**src/rtl/aes_cbc_decrypt_chain.sv**
```systemverilog
// CBC decrypt chaining around an external combinational AES core; one block in flight, pt valid WAIT_CYCLES after accept.
// Define AES_CBC_CHAIN_EN for CBC chaining; left undefined the block is an ECB passthrough and iv/iv_load are unused.
module aes_cbc_decrypt_chain #(
   parameter int unsigned WAIT_CYCLES = 2
) (
   input  logic         clk,
   input  logic         rst,
   input  logic         iv_load,
   input  logic [127:0] iv,
   input  logic         ct_valid,
   output logic         ct_ready,
   input  logic [127:0] ct,
   output logic [127:0] dec_in,
   input  logic [127:0] dec_out,
   output logic         pt_valid,
   input  logic         pt_ready,
   output logic [127:0] pt,
   output logic         busy
);
   typedef enum logic [1:0] {IDLE, WAIT, OUT} state_t;

   state_t       state, state_nxt;
   logic [3:0]   cnt;
   logic         accept, capture, out_done;
   logic [127:0] pt_nxt;

`ifdef AES_CBC_CHAIN_EN
   logic [127:0] chain;

   // iv_load wins over a simultaneous ciphertext offer
   assign ct_ready = (state == IDLE) && !iv_load;
   assign pt_nxt   = dec_out ^ chain;

   always_ff @(posedge clk or posedge rst) begin
      if (rst) begin
         chain <= '0;
      end else if (state == IDLE && iv_load) begin
         chain <= iv;
      end else if (capture) begin
         chain <= dec_in;
      end
   end
`else
   logic unused_iv;

   assign unused_iv = ^{iv_load, iv};
   assign ct_ready  = (state == IDLE);
   assign pt_nxt    = dec_out;
`endif

   assign busy = (state != IDLE);

   always_comb begin
      state_nxt = state;
      accept    = 1'b0;
      capture   = 1'b0;
      out_done  = 1'b0;
      case (state)
         IDLE: begin
            if (ct_valid && ct_ready) begin
               accept    = 1'b1;
               state_nxt = WAIT;
            end
         end
         WAIT: begin
            if (cnt == 4'd0) begin
               capture   = 1'b1;
               state_nxt = OUT;
            end
         end
         OUT: begin
            if (pt_ready) begin
               out_done  = 1'b1;
               state_nxt = IDLE;
            end
         end
         default: state_nxt = IDLE;
      endcase
   end

   always_ff @(posedge clk or posedge rst) begin
      if (rst) begin
         state    <= IDLE;
         cnt      <= 4'd0;
         dec_in   <= '0;
         pt       <= '0;
         pt_valid <= 1'b0;
      end else begin
         state <= state_nxt;
         // dec_in only moves on acceptance so the core input is stable for the whole wait
         if (accept) begin
            dec_in <= ct;
            cnt    <= 4'(WAIT_CYCLES - 1);
         end else if (state == WAIT && cnt != 4'd0) begin
            cnt <= cnt - 4'd1;
         end
         if (capture) begin
            pt       <= pt_nxt;
            pt_valid <= 1'b1;
         end else if (out_done) begin
            pt_valid <= 1'b0;
         end
      end
   end
endmodule

```
**config.mk**
```make
export PLATFORM = sky130hd
export DESIGN_NAME = aes_cbc_decrypt_chain
export DESIGN_NICKNAME = d
export VERILOG_FILES = /design/src/rtl/aes_cbc_decrypt_chain.sv
export SDC_FILE = /design/constraint.sdc
export NUM_CORES = 1
export LEC_CHECK = 0
export BUFFER_PORTS_ARGS = -buffer_cell sky130_fd_sc_hd__buf_2
export CORE_AREA = 5 5 247 249
export DETAILED_ROUTE_END_ITERATION = 8
export DIE_AREA = 0 0 252 254
export GPL_TIMING_DRIVEN = 0
export PLACE_DENSITY_LB_ADDON = 0.08
export SYNTH_ARGS = -nofsm -noshare
export SYNTH_HDL_FRONTEND = slang
export SYNTH_SLANG_ARGS = --single-unit
```
**constraint.sdc**
```tcl
create_clock -name clk -period 9.7 [get_ports clk]
set_input_delay 1.455 -clock clk [delete_from_list [all_inputs] [get_ports clk]]
set_output_delay 1.455 -clock clk [all_outputs]
set_load 0.005 [all_outputs]
```
* After elaboration in Yosys (flattened, before gate mapping)
Cells that the tools add are included.
** Word-level totals
- Memories :: 0
- Output and inout port bits :: 259
- Memory bits (read-only) :: 0
- Logic and storage cells :: 34
- Bits in registers :: 263
- Input bits :: 389
- Latch bits :: 0
- Memory bits (writable) :: 0
** Cells by class
- Order comparisons :: 0
- Eq/ne operators :: 5
- Shift operators :: 0
- Mux-type cells :: 14
- Bitwise logic cells :: 0
- Add/sub/neg operators :: 1
- Multipliers :: 0
- Reductions and logical operators :: 9
- Divide/modulo/power cells :: 0
** Operators by type and width (number)
- 2-to-1 mux 1 bit :: 8
- 2-to-1 mux 4 bit :: 2
- 2-to-1 mux 2 bit :: 3
- case mux 2 bit (3 select lines) :: 1
- nonzero test 2 bit :: 3
- logical NOT 4 bit :: 1
- != test 2 bit (second input constant) :: 2
- nonzero test 4 bit :: 1
- subtractor 4 x 1 -> 4 bit (second input constant) :: 1
- AND reduction 3 bit :: 1
- == test 2 x 1 -> 1 bit (second input constant) :: 1
- == test 2 bit (second input constant) :: 1
- logical AND 1 bit :: 2
- logical NOT 2 bit :: 1
- != test 2 x 1 -> 1 bit (second input constant) :: 1

* Longest topological paths before layout
Gate-level depths: netlist of the first run.
- Depth in word-level cells :: 5
- Mapped depth :: 6
- Gate-level depth less buffers :: 5

* Worst setup path before layout of the first run
OpenSTA, ideal clock, no wires.
- Path kind :: input to register
- From :: in ct_valid
- To :: reg dec_in[10]
- Library setup time :: 0.127 ns
- Setup slack :: 7.190 ns
- Buffers on the path :: 2
- Cell stages on the path :: 4
- Arrival time :: 2.383 ns
- Required time :: 9.573 ns
- Cell sequence :: nor3b_2 buf_4 buf_6 mux2_1
** On the way
- Word-level cells in the longest chain between the ends :: 3
** Ends and longest elaborated chain
- from (decl) :: RTL line 10 : input logic ct_valid,
- logical AND 1 bit :: RTL line 60 : if (ct_valid && ct_ready) begin
- 2-to-1 mux 1 bit :: RTL line 60
- 2-to-1 mux 1 bit :: RTL line 58 : case (state)
- to (signal assigned) :: RTL line 92 : dec_in <= ct;
- to (decl) :: RTL line 13 : output logic [127:0] dec_in,
No other way between the ends.
A chain may end at the register's enable or synchronous reset.

* Final worst setup path of the first run
- From :: reg state[0]
- To :: out ct_ready
** On the way
- Word-level cells in the longest chain between the ends :: 1
** Ends and longest elaborated chain
- from (decl) :: RTL line 22 : state_t state, state_nxt;
- from (signal assigned) :: RTL line 89 : state <= state_nxt;
- logical NOT 2 bit :: RTL line 47 : assign ct_ready = (state == IDLE);
- to (decl) :: RTL line 11 : output logic ct_ready,
No other way between the ends.

==> results.yml, run 1 <==
setup_path:
  rr_endpoint: "dec_in[3]"
  cp_common_cell: "buf_2"
  timing.critical_path.cells: "buf_2, or2_2, inv_1, buf_2"
  worstSetupEndpointType: "output port"
  timing.critical_path.slowest_cell_delay_ps: 370
  regToRegSetupSlack_ps: 7680
  cp_data_arrival_time_ps: 1550
  cell_type_of_the_slowest_stage_on_the_worst_timing_path: "dfrtp_1"
  critical_setup_path_kind: "reg2out"
  crit_fanout: 8
  cp_data_required_time_ps: 8250
  start_of_the_worst_register_to_register_path: "state[0]"
  worst_setup_start_kind: "flop"
  timing.reg2reg.worst_path_depth: 5
cts:
  post_cts.resized_instances: 0
  clk_path_buf_depth: 3
  ctsHoldBuffers: 0
  cts_htree_levels: 2
  clock-root-buffer: "clkbuf_16"
  cts_setup_buffers: 0
  tritoncts_num_sinks: 263
  clock_latency_ps: 520
  clkTransAtPathRegs_ps: 60
  clock_tree_from_tritoncts: "done"
  numCtsBuffers: 36
route:
  via_count: 6948
  avgRoutedWirePerCell_um: 18.1
  detail-route-antenna-nets: 0
  drt-pass1-iter-count: 4
  drt-initial-drc-count: 156
  route.final.wire_length_um: 35100
  post_dr_vias_cell: 3.59
  remaining_drc_errors: 0
timing:
  hold_slack_ps: 476
  timing.final.max_slew_violations: 0
  worst_slew_margin_relative_to_its_limit: 0.561
  rsz0062_at_grt: "no"
  timing.final.ws_setup_ps: 6690
  worst_clock_skew_ps: 8.42
  finalCritPeriodShare: 0.310
  finalSetupViolations: 0
  clock.fmax_mhz: 333
  worstMarginPinSlew_ps: 659
  timing.final.crit_period_ps: 3010
  finalHoldViolations: 0
  setup_tns_final_ps: 0
power:
  power.total_mw: 4.98
  power_leakage_nw: 7.01
  p_per_area_nw_per_um2: 339
  peakVddDrop_mv: 0.107
logic_synthesis:
  synth_area_um2: 9930
  synth.distinct_cells: 25
  synthTopCellsByArea: "dfrtp_1 66%, mux2_1 20%, mux2_2 9.2%"
  synth_cells: 581
  synthDominantAreaCellType: "dfrtp_1"
  post_synth.cell_area_avg_um2: 17.1
  sequential_to_total_area_share_from_yosys_stat: 0.663
  synth_top_area_frac: 0.663
  synth.ff_latch_count: 263
  ys_warnings: 0
  synth.net_count: 972
global_route:
  globalRouteTotalUtil: 0.104
  grt_overflow_total: 0
  vias_in_the_first_global_route: 7627
  grt_antenna_before_repair: 2
  grt_first_pass_wirelength_um: 50300
  pin_count_of_the_biggest_net_entering_global_routing: 108
final_layout:
  layout-area-overhead-vs-synth_pct: 48.3
  layout_commonest_cell: "buf_2"
  postLayoutCellArea_um2: 14700
  share_of_final_layout_standard_cells_stronger_than_drive_strength_1: 0.589
  most_used_cells_in_the_layout_excluding_fill_and_tap_cells: "527 x buf_2, 263 x dfrtp_1, 175 x mux2_1"
  nets: 1530
floorplanning:
  pin_count: 648
  initial_core_util: 0.170
  die-height_um: 254
  floorplan.rows: 89
  core-area_um2: 58500
  floorplan.die.width_um: 252
  dieArea_um2: 64000
placement:
  numPortBuffers: 518
  globalplace.congestion: 0.739
  placed_cell_area_um2: 13600
  place_hpwl_um: 27300
  detailedPlace.worstSlack_ps: 6570
status:
  run_status: "finished clean"
hold_path:
  min_from: "dec_in[62]"
  timing.hold.worst.class: "reg2reg"
  hold-path-cell-count: 1
  timing.hold.worst_endpoint: "dec_in[62]"
run:
  timing.max_cap.violations: 0
## worst max-delay path, delay by kind of cell (launching register included)
family | cells | cell delay, ps
flip-flops | 1 | 370
AND/OR/NAND/NOR | 1 | 340
buffers and inverters | 3 | 330
## layout make-up
type | count | area, um2
Buffer | 29 | 263
Clock buffer | 55 | 1060
Tap cell | 773 | 967
Inverter | 6 | 30.0
Clock inverter | 5 | 104
Fill cell | 6291 | 43700
Sequential cell | 263 | 6580
Timing Repair Buffer | 520 | 2650
Antenna cell | 2 | 5.00
Multi-Input combinational cell | 283 | 3060
## layer usage
metal  GRT usage  part of all wire  up-vias
met5           0           0.00020        -
met4      0.0371             0.026        2
met3      0.0373             0.079       50
met2       0.192              0.54      245
met1       0.110              0.36     3490
li1            -                 -     3161
## flip-flops by register name, summed over array words and instances, names as in the netlist
| name | flops |
|---|---|
| pt | 128 |
| cnt | 4 |
| state | 2 |
| dec_in | 128 |
| pt_valid | 1 |
## synth_stat cells
cell type  instances
o211ai_1           1
buf_6             18
a211o_1            1
dfrtp_1          263
o21ai_0            4
or3b_2             1
nand2_1            3
nand3_1            1
nor3_1             1
a21oi_1            1
nand2b_1           2
mux2i_1            1
nor2_1             3
nor3b_2            1
nand4_1            1
nor2b_1            1
mux2_1           175
buf_2              9
a31o_2             1
nand4b_1           1
buf_4              2
or2_2              1
mux2_2            81
inv_1              6
ha_1               2
## worst max path at each step
stage,from,to,slack (ps)
2_1_floorplan,rst,cnt[0],1000
3_3_place_gp,rst,pt[85],-3730
3_5_place_dp,ct_valid,dec_in[0],6570
4_1_cts,state[0],ct_ready,6630
5_1_grt,state[0],ct_ready,6590
6_report,state[0],ct_ready,6690
## cell families (layout without fill, tap and decap cells)
kind of cell,after synthesis,count (layout),share of synthesized area
compound gates,8,8,0.00504
other cells,0,2,0
buf+inv,35,615,0.0287
fa+ha+maj,2,2,0.00252
flops,263,263,0.663
mux,257,257,0.291
simple gates,16,16,0.00945
## per-stage QoR
step           utilization  cells
6_report             0.252   1936
3_5_place_dp         0.232   1874
3_3_place_gp         0.231   1872
5_1_grt              0.252   1935
4_1_cts              0.252   1934
2_1_floorplan            -    581
## where the power goes
| group | switching, mW | internal, mW | total [mW] | leakage (nW) |
|---|---|---|---|---|
| sequential | 0.248 | 1.67 | 1.92 | 3.08 |
| combinational | 0.798 | 0.942 | 1.74 | 3.36 |
| clock | 0.497 | 0.830 | 1.33 | 0.570 |
Power figures use the tool's default switching activity.
==> run 2, diff against run 1 <==
==> constraint.sdc (replaced) <==
create_clock -name clk -period 2.9 [get_ports clk]
set_input_delay 0.435 -clock clk [delete_from_list [all_inputs] [get_ports clk]]
set_output_delay 0.435 -clock clk [all_outputs]
set_load 0.005 [all_outputs]
==> run 2 against run 1 <==
Critical path depth increased by 1. Clock skew grew 8.2 ps. Non-clock buffer count increased by 8. Clock power grew to 3.2 times the previous value. Cell count grew 0.31%. Utilization up 0.16 points. Register-to-register slack lost 6800 ps. Setup slack got worse by 5900 ps. Cell area grew 0.63%. Largest power group unchanged.
==> results.yml, run 2 (synthesis gave the netlist of run 1 again) <==
status:
  run_status: "finished clean"
route:
  drt-pass1-iter-count: 4
  drt-initial-drc-count: 125
  remaining_drc_errors: 0
  route.final.wire_length_um: 35200
  avgRoutedWirePerCell_um: 18.1
  detail-route-antenna-nets: 0
  post_dr_vias_cell: 3.57
  via_count: 6937
setup_path:
  worst_path_dominant_cell_family: "buffers and inverters"
  cell_type_of_the_slowest_stage_on_the_worst_timing_path: "nor3b_2"
  timing.reg2reg.worst_path_depth: 5
  cp_data_arrival_time_ps: 2470
  worstSetupEndpointType: "flop"
  critical_setup_path_kind: "reg2reg"
  timing.critical_path.slowest_cell_delay_ps: 510
  cp_num_cells: 5
  timing.critical_path.cells: "buf_2, nor3b_2, buf_4, buf_6, mux2_1"
  crit_fanout: 10
  cp_data_required_time_ps: 3300
  worst_setup_start_kind: "flop"
  cp.buffers_inverters: 3
timing:
  worst_slew_margin_relative_to_its_limit: 0.622
  timing.final.max_slew_violations: 0
  worst_clock_skew_ps: 16.6
  finalCritPeriodShare: 0.713
  setup_tns_final_ps: 0
  finalSetupViolations: 0
  timing.final.crit_period_ps: 2070
  finalHoldViolations: 0
  worstMarginPinSlew_ps: 564
  rsz0062_at_grt: "no"
  clock.fmax_mhz: 484
final_layout:
  layout-area-overhead-vs-synth_pct: 49.2
  final_cell_count_no_fill: 1942
  postLayoutCellArea_um2: 14800
  nets: 1538
  most_used_cells_in_the_layout_excluding_fill_and_tap_cells: "527 x buf_2, 263 x dfrtp_1, 175 x mux2_1"
  layout_commonest_cell: "buf_2"
  finish.utilization: 0.253
  fillerInstances: 6265
  top_regs: "dec_in (128), pt (128), cnt (4)"
  share_of_final_layout_standard_cells_stronger_than_drive_strength_1: 0.592
placement:
  place_hpwl_um: 28000
  globalplace.congestion: 0.722
  place_inst: 1881
  placed_cell_area_um2: 13700
  numPortBuffers: 518
global_route:
  grt_antenna_before_repair: 5
  pin_count_of_the_biggest_net_entering_global_routing: 36
  grt_first_pass_wirelength_um: 50700
  grt_overflow_total: 0
  vias_in_the_first_global_route: 7583
  globalRouteTotalUtil: 0.105
power:
  peakVddDrop_mv: 0.381
  power.total_mw: 16.5
  power_leakage_nw: 7.05
  p_per_area_nw_per_um2: 1120
floorplanning:
  dieArea_um2: 64000
  die-height_um: 254
  core-area_um2: 58500
  floorplan.rows: 89
  initial_core_util: 0.170
  pin_count: 648
  floorplan.die.width_um: 252
cts:
  cts_setup_buffers: 0
  cts_htree_levels: 2
  clk_path_buf_depth: 3
  tritoncts_num_sinks: 263
  clock-root-buffer: "clkbuf_16"
  clock_latency_ps: 530
  clock_tree_from_tritoncts: "done"
  clkTransAtPathRegs_ps: 60
  numCtsBuffers: 36
hold_path:
  hold-path-cell-count: 2
  timing.hold.worst.class: "in2reg"
run:
  timing.max_cap.violations: 0
-- run 2: layout make-up --
cell class,count,area [um2],area share
diodes,1,2.50,0.000169
clock buffers,54,1070,0.0722
flip-flops and latches,263,6580,0.444
well taps,773,967,0.0653
plain buffers,29,263,0.0177
inverters,6,26.3,0.00177
multi-input cells,283,3060,0.207
repair buffers,528,2780,0.188
clock inverters,5,61.3,0.00414
-- run 2: through the flow --
step | worst slack, ps | hold WS [ps]
6_report | 833 | 111
5_1_grt | 646 | 73.2
4_1_cts | 699 | 55.3
3_5_place_dp | 716 | 469
3_3_place_gp | -3480 | 463
2_1_floorplan | -1000 | 469
-- run 2: repair_timing --
item                                   CTS  global route
endpoints found under the hold margin   13             0
gates resized for setup                  0             0
hold buffers                             1             0
-- run 2: worst paths after layout --
| path | endpoint | slack [ps] | startpoint |
|---|---|---|---|
| min in group asynchronous | dec_in[62] | 480 | rst |
| hold reg to reg | dec_in[3] | 480 | dec_in[3] |
| setup reg to reg | dec_in[2] | 830 | state[0] |
| max in group asynchronous | pt[106] | 1220 | rst |
| hold / removal | pt[51] | 110 | dec_out[51] |
| setup / recovery | dec_in[2] | 830 | state[0] |
-- run 2: report_power, final --
| part | switching [mW] | internal, mW |
|---|---|---|
| Clock | 1.68 | 2.62 |
| Combinational | 2.65 | 3.17 |
| Sequential | 0.833 | 5.58 |
| Total | 5.17 | 11.4 |
-- run 2: metal layers --
metal | vias up | wire length, um | global-route usage
li1 | 3175 | - | -
met1 | 3459 | 13000 | 0.114
met2 | 236 | 18700 | 0.191
met3 | 59 | 2600 | 0.0364
met4 | 8 | 811 | 0.0343
met5 | - | 58 | 0
==> run 3, diff against run 2 <==
==> constraint.sdc (replaced) <==
create_clock -name clk -period 2 [get_ports clk]
set_input_delay 0.3 -clock clk [delete_from_list [all_inputs] [get_ports clk]]
set_output_delay 0.3 -clock clk [all_outputs]
set_load 0.005 [all_outputs]
==> run 3 against run 2 <==
Clock skew shrank 1.8 ps. Setup slack lost 680 ps. Total power grew 48%. Die area is the same. Sequential share of layout area shrank 6.6 points. Global-route usage grew 0.37 points. Sequential cell count is the same. Register-to-register slack lost 630 ps. First-iteration DRC count grew 8.8%. Combinational power grew 54%. Via count grew 14%. Wire length grew 3.2%. Critical path type is now reg2out.
==> results.yml, run 3 (synthesis gave the netlist of run 1 again) <==
route:
  avgRoutedWirePerCell_um: 16.5
  detail-route-antenna-nets: 0
  drt-initial-drc-count: 136
  drt-pass1-iter-count: 4
  via_count: 7886
  remaining_drc_errors: 0
  met2_wirelength_um: 19000
  routed_length_on_met3_um: 2370
  post_dr_vias_cell: 3.58
  route.final.wire_length_um: 36400
  routed.top_layer: "met5"
  wl_met1_um: 13900
final_layout:
  nets: 1798
  insertedDiodeCount: 0
  most_used_cells_in_the_layout_excluding_fill_and_tap_cells: "527 x buf_2, 263 x dfrtp_1, 258 x dlygate4sd3_1"
  postLayoutCellArea_um2: 17400
  top_regs: "dec_in (128), pt (128), cnt (4)"
  share_of_final_layout_standard_cells_stronger_than_drive_strength_1: 0.487
  layout_commonest_cell: "buf_2"
  layout-area-overhead-vs-synth_pct: 75.4
hold_path:
  timing.hold.worst_endpoint: "cnt[3]"
  hold-path-cell-count: 4
  timing.hold.worst.class: "in2reg"
  min_from: "ct_valid"
cts:
  clock-root-buffer: "clkbuf_16"
  tritoncts_num_sinks: 263
  numCtsBuffers: 36
  cts_htree_levels: 2
  clock_latency_ps: 530
  clk_path_buf_depth: 3
  clock_tree_from_tritoncts: "done"
  clkTransAtPathRegs_ps: 50
setup_path:
  critical_setup_path_kind: "reg2out"
  rr_endpoint: "pt[71]"
  crit_fanout: 8
  cp_data_required_time_ps: 1700
  worst_setup_start_kind: "flop"
  timing.reg2reg.worst_path_depth: 6
  cp_data_arrival_time_ps: 1550
  timing.critical_path.slowest_cell_delay_ps: 350
  timing.critical_path.cells: "buf_2, or2_2, inv_1, buf_2"
  cell_type_of_the_slowest_stage_on_the_worst_timing_path: "dfrtp_1"
  worstSetupEndpointType: "output port"
  start_of_the_worst_register_to_register_path: "cnt[0]"
  regToRegSetupSlack_ps: 200
  cp_common_cell: "buf_2"
floorplanning:
  pin_count: 648
  die-height_um: 254
  initial_core_util: 0.170
  dieArea_um2: 64000
  core-area_um2: 58500
  floorplan.rows: 89
  floorplan.die.width_um: 252
power:
  peakVddDrop_mv: 0.558
  power_leakage_nw: 8.14
  p_per_area_nw_per_um2: 1410
global_route:
  pin_count_of_the_biggest_net_entering_global_routing: 36
  grt_first_pass_wirelength_um: 54000
  vias_in_the_first_global_route: 8907
  globalRouteTotalUtil: 0.109
  grt_overflow_total: 0
  grt_antenna_before_repair: 1
placement:
  place_hpwl_um: 28000
  globalplace.congestion: 0.722
  numPortBuffers: 518
  placed_cell_area_um2: 13700
run:
  timing.max_cap.violations: 0
timing:
  clock.fmax_mhz: 541
  finalHoldViolations: 0
  timing.final.crit_period_ps: 1850
  hold_slack_ps: 140
  finalCritPeriodShare: 0.925
  worst_clock_skew_ps: 14.9
  worst_slew_margin_relative_to_its_limit: 0.702
  rsz0062_at_grt: "no"
  timing.final.max_slew_violations: 0
  worstMarginPinSlew_ps: 446
  finalSetupViolations: 0
status:
  run_status: "finished clean"
==> run 3: changes by cell type in the layout (fill, tap and decap cells not counted) <==
cell	delta
diode_2	-1
nor3b_2	-1
nor3b_4	+1
dlygate4sd3_1	+257
buf_4	+2
buf_6	+1
==> run 3: routing by layer <==
| layer | GRT usage | up-vias |
|---|---|---|
| met1 | 0.122 | 3884 |
| met4 | 0.0406 | 2 |
| met5 | 0 | - |
| li1 | - | 3690 |
| met3 | 0.0304 | 64 |
| met2 | 0.196 | 246 |
==> run 3: cell type report <==
type | instances | area [um2]
plain buffers | 29 | 267
fillers | 6082 | 41000
inverters | 6 | 26.3
clock inverters | 5 | 61.3
repair buffers | 788 | 5380
well taps | 773 | 967
multi-input cells | 283 | 3070
clock buffers | 54 | 1070
flip-flops and latches | 263 | 6580
==> run 3: timing repair <==
| item | in CTS | in global routing |
|---|---|---|
| hold buffers | 258 | 0 |
| buffers inserted | 1 | 2 |
| pin swaps | 2 | 1 |
| setup endpoints to repair | 145 | 98 |
| hold endpoints to repair | 270 | 0 |
| gates resized for setup | 2 | 0 |
==> run 3: how the worst max path moves through the flow <==
stage	startpoint	endpoint
floorplan	rst	cnt[0]
global placement	rst	pt[39]
detailed placement	state[0]	dec_in[4]
CTS	cnt[0]	pt[95]
global route	state[0]	ct_ready
finish	state[0]	ct_ready
==> run 3: where the power goes <==
part / switching (mW) / leakage [nW] / total (mW) / internal, mW
Sequential: 1.22 / 3.08 / 9.31 / 8.09
Clock: 2.43 / 0.555 / 6.24 / 3.80
Combinational: 3.98 / 4.51 / 8.94 / 4.96
Total: 7.63 / 8.14 / 24.5 / 16.9
==> run 3: per-stage QoR <==
| step | utilization | TNS, ps | cells | total power [mW] | worst slack, ps |
|---|---|---|---|---|---|
| floorplan | - | -465390 | 581 | 13.5 | -1770 |
| global placement | 0.231 | -1122370 | 1872 | 18.2 | -4250 |
| detailed placement | 0.234 | -12880 | 1881 | 18.2 | -184 |
| CTS | 0.298 | 0 | 2199 | 25.2 | 0.335 |
| global route | 0.298 | 0 | 2201 | 26.3 | 44.7 |
| finish | 0.298 | 0 | 2201 | 24.5 | 151 |
==> run 3: worst max-delay path, delay by kind of cell (launching register included) <==
| kind | cells | cell delay [ps] |
|---|---|---|
| buf+inv | 3 | 330 |
| flops | 1 | 350 |
| simple gates | 1 | 350 |
